[src/rtl/spi_lens_pkg.sv]
// spi_lens_pkg: shared state encoding, SPI mode constants and
// divider helper for the lens-port SPI master.
package spi_lens_pkg;

   typedef enum logic [2:0] {
      IDLE,
      SETUP,
      SHIFT,
      WAIT,
      ARMED
   } state_e;

   // Mode encoding is {cpol, cpha}
   localparam logic [1:0] MODE0 = 2'b00;
   localparam logic [1:0] MODE1 = 2'b01;
   localparam logic [1:0] MODE2 = 2'b10;
   localparam logic [1:0] MODE3 = 2'b11;

   function automatic logic [31:0] eff_div(input logic [31:0] div);
      return (div == 32'd0) ? 32'd1 : div;
   endfunction

endpackage

[src/rtl/spi_lens_master_clk_gen.sv]
// spi_clk_gen: half-period tick counter; counts SCLK half periods
// and reports the index of the half period that just completed.
module spi_clk_gen #(
   parameter int DIV_W = 16,
   parameter int IDX_W = 5
) (
   input  logic             clk,
   input  logic             rst,
   input  logic             en_i,
   input  logic [DIV_W-1:0] half_i,
   output logic             tick_o,
   output logic [IDX_W-1:0] idx_o
);

   logic [DIV_W-1:0] cnt_q, cnt_d;
   logic [IDX_W-1:0] idx_q, idx_d;

   assign tick_o = en_i && (cnt_q == half_i - DIV_W'(1));
   assign idx_o  = idx_q;

   // Held at zero while disabled, so every enable rise restarts cleanly
   always_comb begin
      cnt_d = cnt_q;
      idx_d = idx_q;
      if (!en_i) begin
         cnt_d = '0;
         idx_d = '0;
      end else if (tick_o) begin
         cnt_d = '0;
         idx_d = idx_q + IDX_W'(1);
      end else begin
         cnt_d = cnt_q + DIV_W'(1);
      end
   end

   always_ff @(posedge clk or posedge rst) begin
      if (rst) begin
         cnt_q <= '0;
         idx_q <= '0;
      end else begin
         cnt_q <= cnt_d;
         idx_q <= idx_d;
      end
   end

endmodule

[src/rtl/spi_lens_master.sv]
// spi_lens_master: SPI master transaction engine for the lens port
// with programmable divider, CPOL/CPHA, word width and CS count.
module spi_lens_master
   import spi_lens_pkg::*;
#(
   parameter int DATA_W = 8,
   parameter int NUM_CS = 1,
   parameter int DIV_W  = 16,
   parameter int WAIT_W = 16,
   localparam int CS_W  = (NUM_CS > 1) ? $clog2(NUM_CS) : 1
) (
   input  logic              clk,
   input  logic              rst,
   input  logic              cmd_valid,
   output logic              cmd_ready,
   input  logic [DATA_W-1:0] cmd_tx,
   input  logic [CS_W-1:0]   cmd_cs,
   input  logic              cmd_last,
   input  logic [WAIT_W-1:0] cmd_wait,
   input  logic [DIV_W-1:0]  clk_div,
   input  logic              cpol,
   input  logic              cpha,
   output logic [DATA_W-1:0] rx_data,
   output logic              rx_valid,
   output logic              busy,
   output logic              spi_sclk,
   output logic              spi_mosi,
   input  logic              spi_miso,
   output logic [NUM_CS-1:0] spi_cs_n
);

   localparam int IDX_W = $clog2(2 * DATA_W + 1);
   localparam logic [IDX_W-1:0] LAST_IDX = IDX_W'(2 * DATA_W);
   localparam logic [IDX_W-1:0] LAST_M1  = IDX_W'(2 * DATA_W - 1);

   state_e              state_q, state_d;
   logic [DATA_W-1:0]   tx_q, tx_d;
   logic [DATA_W-1:0]   rxsh_q, rxsh_d;
   logic [DATA_W-1:0]   rxd_q, rxd_d;
   logic                rxv_q, rxv_d;
   logic                mosi_q, mosi_d;
   logic                sclk_q, sclk_d;
   logic [NUM_CS-1:0]   csn_q, csn_d;
   logic [WAIT_W-1:0]   wait_q, wait_d;
   logic [WAIT_W-1:0]   wcnt_q, wcnt_d;
   logic                last_q, last_d;
   logic                cpol_q, cpol_d;
   logic                cpha_q, cpha_d;
   logic [DIV_W-1:0]    h_q, h_d;

   logic                tick;
   logic [IDX_W-1:0]    idx;
   logic                gen_en;
   logic                sample;
   logic                fin;
   logic [NUM_CS-1:0]   cs_sel;

   assign busy      = (state_q != IDLE);
   assign cmd_ready = (state_q == IDLE) || (state_q == ARMED);
   assign gen_en    = (state_q == SETUP) || (state_q == SHIFT);

   assign rx_data  = rxd_q;
   assign rx_valid = rxv_q;
   assign spi_sclk = sclk_q;
   assign spi_mosi = mosi_q;
   assign spi_cs_n = csn_q;

   spi_clk_gen #(
      .DIV_W (DIV_W),
      .IDX_W (IDX_W)
   ) u_clk_gen (
      .clk    (clk),
      .rst    (rst),
      .en_i   (gen_en),
      .half_i (h_q),
      .tick_o (tick),
      .idx_o  (idx)
   );

   // Out-of-range index selects nothing; the word still shifts
   always_comb begin
      cs_sel = '1;
      for (int i = 0; i < NUM_CS; i++) begin
         if (cmd_cs == CS_W'(i)) cs_sel[i] = 1'b0;
      end
   end

   always_comb begin
      state_d = state_q;
      tx_d    = tx_q;
      rxsh_d  = rxsh_q;
      rxd_d   = rxd_q;
      rxv_d   = 1'b0;
      mosi_d  = mosi_q;
      sclk_d  = sclk_q;
      csn_d   = csn_q;
      wait_d  = wait_q;
      wcnt_d  = wcnt_q;
      last_d  = last_q;
      cpol_d  = cpol_q;
      cpha_d  = cpha_q;
      h_d     = h_q;
      sample  = 1'b0;
      fin     = 1'b0;

      unique case (state_q)
         IDLE: begin
            sclk_d = cpol;
            csn_d  = '1;
         end
         ARMED: begin
            sclk_d = cpol_q;
         end
         SETUP, SHIFT: begin
            if (tick) begin
               if (idx == LAST_IDX) begin
                  rxd_d = rxsh_q;
                  rxv_d = 1'b1;
                  if (wait_q != '0) begin
                     state_d = WAIT;
                     wcnt_d  = wait_q;
                  end else begin
                     fin = 1'b1;
                  end
               end else begin
                  state_d = SHIFT;
                  sclk_d  = ~sclk_q;
                  // Even idx is a leading edge; cpha swaps sample/shift
                  sample  = ~idx[0] ^ cpha_q;
                  if (sample) begin
                     rxsh_d = {rxsh_q[DATA_W-2:0], spi_miso};
                  end else if (idx != LAST_M1) begin
                     mosi_d = tx_q[DATA_W-1];
                     tx_d   = {tx_q[DATA_W-2:0], 1'b0};
                  end
               end
            end
         end
         WAIT: begin
            wcnt_d = wcnt_q - WAIT_W'(1);
            if (wcnt_q == WAIT_W'(1)) fin = 1'b1;
         end
         default: begin
            state_d = IDLE;
         end
      endcase

      if (fin) begin
         state_d = last_q ? IDLE : ARMED;
         sclk_d  = cpol_q;
      end

      if (cmd_valid && cmd_ready) begin
         state_d = SETUP;
         wait_d  = cmd_wait;
         last_d  = cmd_last;
         cpol_d  = cpol;
         cpha_d  = cpha;
         h_d     = DIV_W'(eff_div(32'(clk_div)));
         sclk_d  = cpol;
         if (cpha) begin
            tx_d = cmd_tx;
         end else begin
            mosi_d = cmd_tx[DATA_W-1];
            tx_d   = {cmd_tx[DATA_W-2:0], 1'b0};
         end
         if (state_q == IDLE) csn_d = cs_sel;
      end
   end

   always_ff @(posedge clk or posedge rst) begin
      if (rst) begin
         state_q <= IDLE;
         tx_q    <= '0;
         rxsh_q  <= '0;
         rxd_q   <= '0;
         rxv_q   <= 1'b0;
         mosi_q  <= 1'b0;
         sclk_q  <= 1'b0;
         csn_q   <= '1;
         wait_q  <= '0;
         wcnt_q  <= '0;
         last_q  <= 1'b0;
         cpol_q  <= 1'b0;
         cpha_q  <= 1'b0;
         h_q     <= DIV_W'(1);
      end else begin
         state_q <= state_d;
         tx_q    <= tx_d;
         rxsh_q  <= rxsh_d;
         rxd_q   <= rxd_d;
         rxv_q   <= rxv_d;
         mosi_q  <= mosi_d;
         sclk_q  <= sclk_d;
         csn_q   <= csn_d;
         wait_q  <= wait_d;
         wcnt_q  <= wcnt_d;
         last_q  <= last_d;
         cpol_q  <= cpol_d;
         cpha_q  <= cpha_d;
         h_q     <= h_d;
      end
   end

endmodule

[config.mk]
export PLATFORM = sky130hd
export DESIGN_NAME = spi_lens_master
export DESIGN_NICKNAME = d
export VERILOG_FILES = /design/src/rtl/spi_lens_pkg.sv /design/src/rtl/spi_lens_master_clk_gen.sv /design/src/rtl/spi_lens_master.sv
export SDC_FILE = /design/constraint.sdc
export NUM_CORES = 1
export LEC_CHECK = 0
export ABC_CLOCK_PERIOD_IN_PS = 3200
export CAP_MARGIN = 40
export CORE_MARGIN = 2
export CORE_UTILIZATION = 43
export CTS_BUF_LIST = sky130_fd_sc_hd__clkbuf_16
export DETAILED_ROUTE_END_ITERATION = 10
export PLACE_DENSITY = 0.73
export SYNTH_ARGS = -nofsm -noshare
export SYNTH_HDL_FRONTEND = slang
export SYNTH_HIERARCHICAL = 1
export SYNTH_SLANG_ARGS = --single-unit
[constraint.sdc]
create_clock -name clk -period 3.2 [get_ports clk]
set_input_delay 0.32 -clock clk [delete_from_list [all_inputs] [get_ports clk]]
set_output_delay 0.32 -clock clk [all_outputs]
set_load 0.01 [all_outputs]
==> reports/qor.yml <==
outcome: "finished with violations"
violations: "setup timing"
skew_ns: 0.007469
relSlewSlack: 0.4069
rrSetupSlack_ns: -0.11
ant_nets: 0
maxCapViolations: 0
synth_area_leaders: "dfrtp_1 45%, nand2_1 9.1%, nor2_1 3.2%"
synth_top_cell_area_share: 0.4519
drtIter0Drc: 332
ys_ff_latch: 103
wl_per_cell_um: 16.26
totalWireLength_mm: 14.32
preCtsSetupSlack_ns: -0.2272
grt_pass1_vias: 4916
cp-end-kind: "flip-flop"
clkTransAtPathRegs_ns: 0.07
dpl.hpwl_mm: 9.551
diodes: 0
ios: 62
r2r_cells: 11
power.density_nw_per_um2: 679.3
syn-cell-area_um2: 5593
finalHoldViolCount: 0
grt_start_max_net_pins: 76
fillCellCount: 1133
io_buffers: 61
hold_path_class: "in2async"
fin_crit_sh: 1.035
vias: 4867
drc: 0
dieWidth_um: 118.0
antenna_found_initial: 0
drv_slew: 0
ys_seq_area_frac: 0.4613
drive_gt1_frac: 0.1693
tightest_slew_ns: 0.8896
cts_buffers: 9
timing.fmax_mhz: 302.0
grt_usage: 0.2078
worstSkewPairLatency_ns: 0.36
max-vdd-ir-drop_mv: 0.5454
h-tree-depth: 3
dieHeight_um: 118.0
nets: 757
finalCoreUtilization: 0.5709
worst-path-max-fanout: 3
synthArstFlopShare: 1.000
synth.avg_cell_area_um2: 9.021
area_growth_pct: 29.35
synthCells: 620
root_buffer: "clkbuf_16"
cts_buffer_depth: 2
synth_edf_count: 0
rsz0062_at_grt: "true"
layout_setup_ws_ns: -0.1118
rows: 41
fp.dieArea_um2: 13930
start_kind: "flip-flop"
critical_path_class: "reg2reg"
grt_overflow: 0
vias_per_cell: 5.524
yosys.cell_types.count: 67
yosys.area.top_type: "dfrtp_1"
yosys_warnings: 6
place_congestion: 0.8406
grt_pass1_wl_mm: 23.45
setup_viol: 20
worstPathArrival_ns: 3.56
clock-sinks: 103
tritoncts: "yes"
p_leak_nw: 3.163
dr.pass1.iters: 5
ys.flop_type: "dfrtp_1"
start_util: 0.4414
synth_fp_nets: 673
core_area_um2: 12670
total_power_w: 0.004914
crit_required_ns: 3.45
min_period_ns: 3.312
-- cell usage in the layout (no fill, tap or decap), drive strengths merged, types with 3 or more instances in the layout --
cell and count:
xnor2 18, and2 4, o22ai 5, nor3 24, inv 21, xor2 16
or3 10, nor2 47, and4b 3, nand3 16, a2bb2oi 9, a21oi 26
clkdlybuf4s50 61, mux2i 9, dfrtp 101, o31ai 10, or4 7, nand2b 4
nor2b 12, nor4 16, nand2 135, ha 5, o21ai 24, a211oi 10
nor3b 5, nand4 11, clkbuf 9, buf 41, mux2 10, a31oi 3
-- worst max-delay path: stages (launching register included) --
cell	delay [ns]
dfrtp_1	0.40
or4_4	0.54
or4_4	0.44
nor3b_4	0.23
o31ai_4	0.09
nor4_2	0.30
buf_4	0.17
nor4bb_4	0.24
nand4b_4	0.16
o22ai_4	0.23
o22ai_2	0.10
mux2_4	0.30
-- per-layer routing --
metal  up-vias  wire length, um  GRT usage
li1       2341                -          -
met1      2351             5833     0.2508
met2       131             7427     0.3557
met3        44              642    0.05523
met4         0              418    0.07681
met5         -                0          0
-- path summary, 6_finish.rpt --
check,from,to
max in group asynchronous,rst,u_clk_gen/cnt_q[3]$_DFF_PP0_
worst min-delay path,rst,h_q[10]$_DFFE_PP0P_
min in group clk,rx_data[0]$_DFFE_PP0P_,rx_data[0]$_DFFE_PP0P_
worst min register to register,rx_data[0]$_DFFE_PP0P_,rx_data[0]$_DFFE_PP0P_
worst max-delay path,h_q[1]$_DFFE_PP0P_,state_q[0]$_DFFE_PP0P_
worst max register to register,h_q[1]$_DFFE_PP0P_,state_q[0]$_DFFE_PP0P_
-- cell usage after synthesis (all sizes together) (16+ instances only) --
cell type  instances
o21ai             24
dfrtp            101
nor3              24
nor4              16
nand3             16
nor2              47
xor2              16
nand2            135
a21oi             26
xnor2             18
clkbuf            17
inv               19
-- stage by stage --
step	std cells	hold slack, ns	TNS (ns)	area (um^2)
floorplan	620	0.2965	0	5637
global placement	846	0.4546	-0.1688	6507
detailed placement	846	0.4611	-1.266	6507
CTS	867	0.2497	-0.08059	6880
global route	881	0.2527	-8.753	7234
finish	881	0.2464	-0.9926	7234
-- where the power goes --
part,internal [W],leakage (nW),total [W],switching [W]
clock network,0.000617,0.145,0.00114,0.000526
registers,0.00161,1.35,0.00193,0.000320
logic,0.000846,1.67,0.00184,0.000996
-- layout make-up --
| cell class | count | area, um^2 | share of cell area |
|---|---|---|---|
| multi-input cells | 469 | 3069 | 0.4242 |
| flip-flops and latches | 103 | 2580 | 0.3566 |
| repair buffers | 102 | 989.7 | 0.1368 |
| clock buffers | 9 | 225.2 | 0.03113 |
| well taps | 172 | 215.2 | 0.02975 |
| clock inverters | 7 | 81.33 | 0.01124 |
| inverters | 19 | 73.82 | 0.01020 |
-- sequential cells by signal, indices dropped and copies added (netlist names), 3 cells and up, named ones only --
signal	count
state_q	3
rxsh_q	8
u_clk_gen/idx_o	5
h_q	16
tx_q	8
rx_data	8
u_clk_gen/cnt_q	16
wait_q	16
wcnt_q	16
-- kinds of logic (layout without fill, tap and decap cells) --
logic type / Yosys count / count (layout) / share of synthesized area
AOI/OAI and AO/OA: 103 / 103 / 0.1244
adders and majority gates: 5 / 5 / 0.01119
buffers and inverters: 48 / 137 / 0.03646
muxes: 19 / 19 / 0.03691
DFF: 103 / 103 / 0.4613
xor gates and xnor gates: 34 / 34 / 0.05459
and+or+nand+nor: 308 / 308 / 0.2752
-- timing repair --
action                     CTS  global route
pin swaps                    5            24
gates cloned                 0             2
setup endpoints to repair   25            37
resized for setup            6            53
buffers inserted             5            12
hold buffers                 0             0
(Power assumes the default switching activity.)
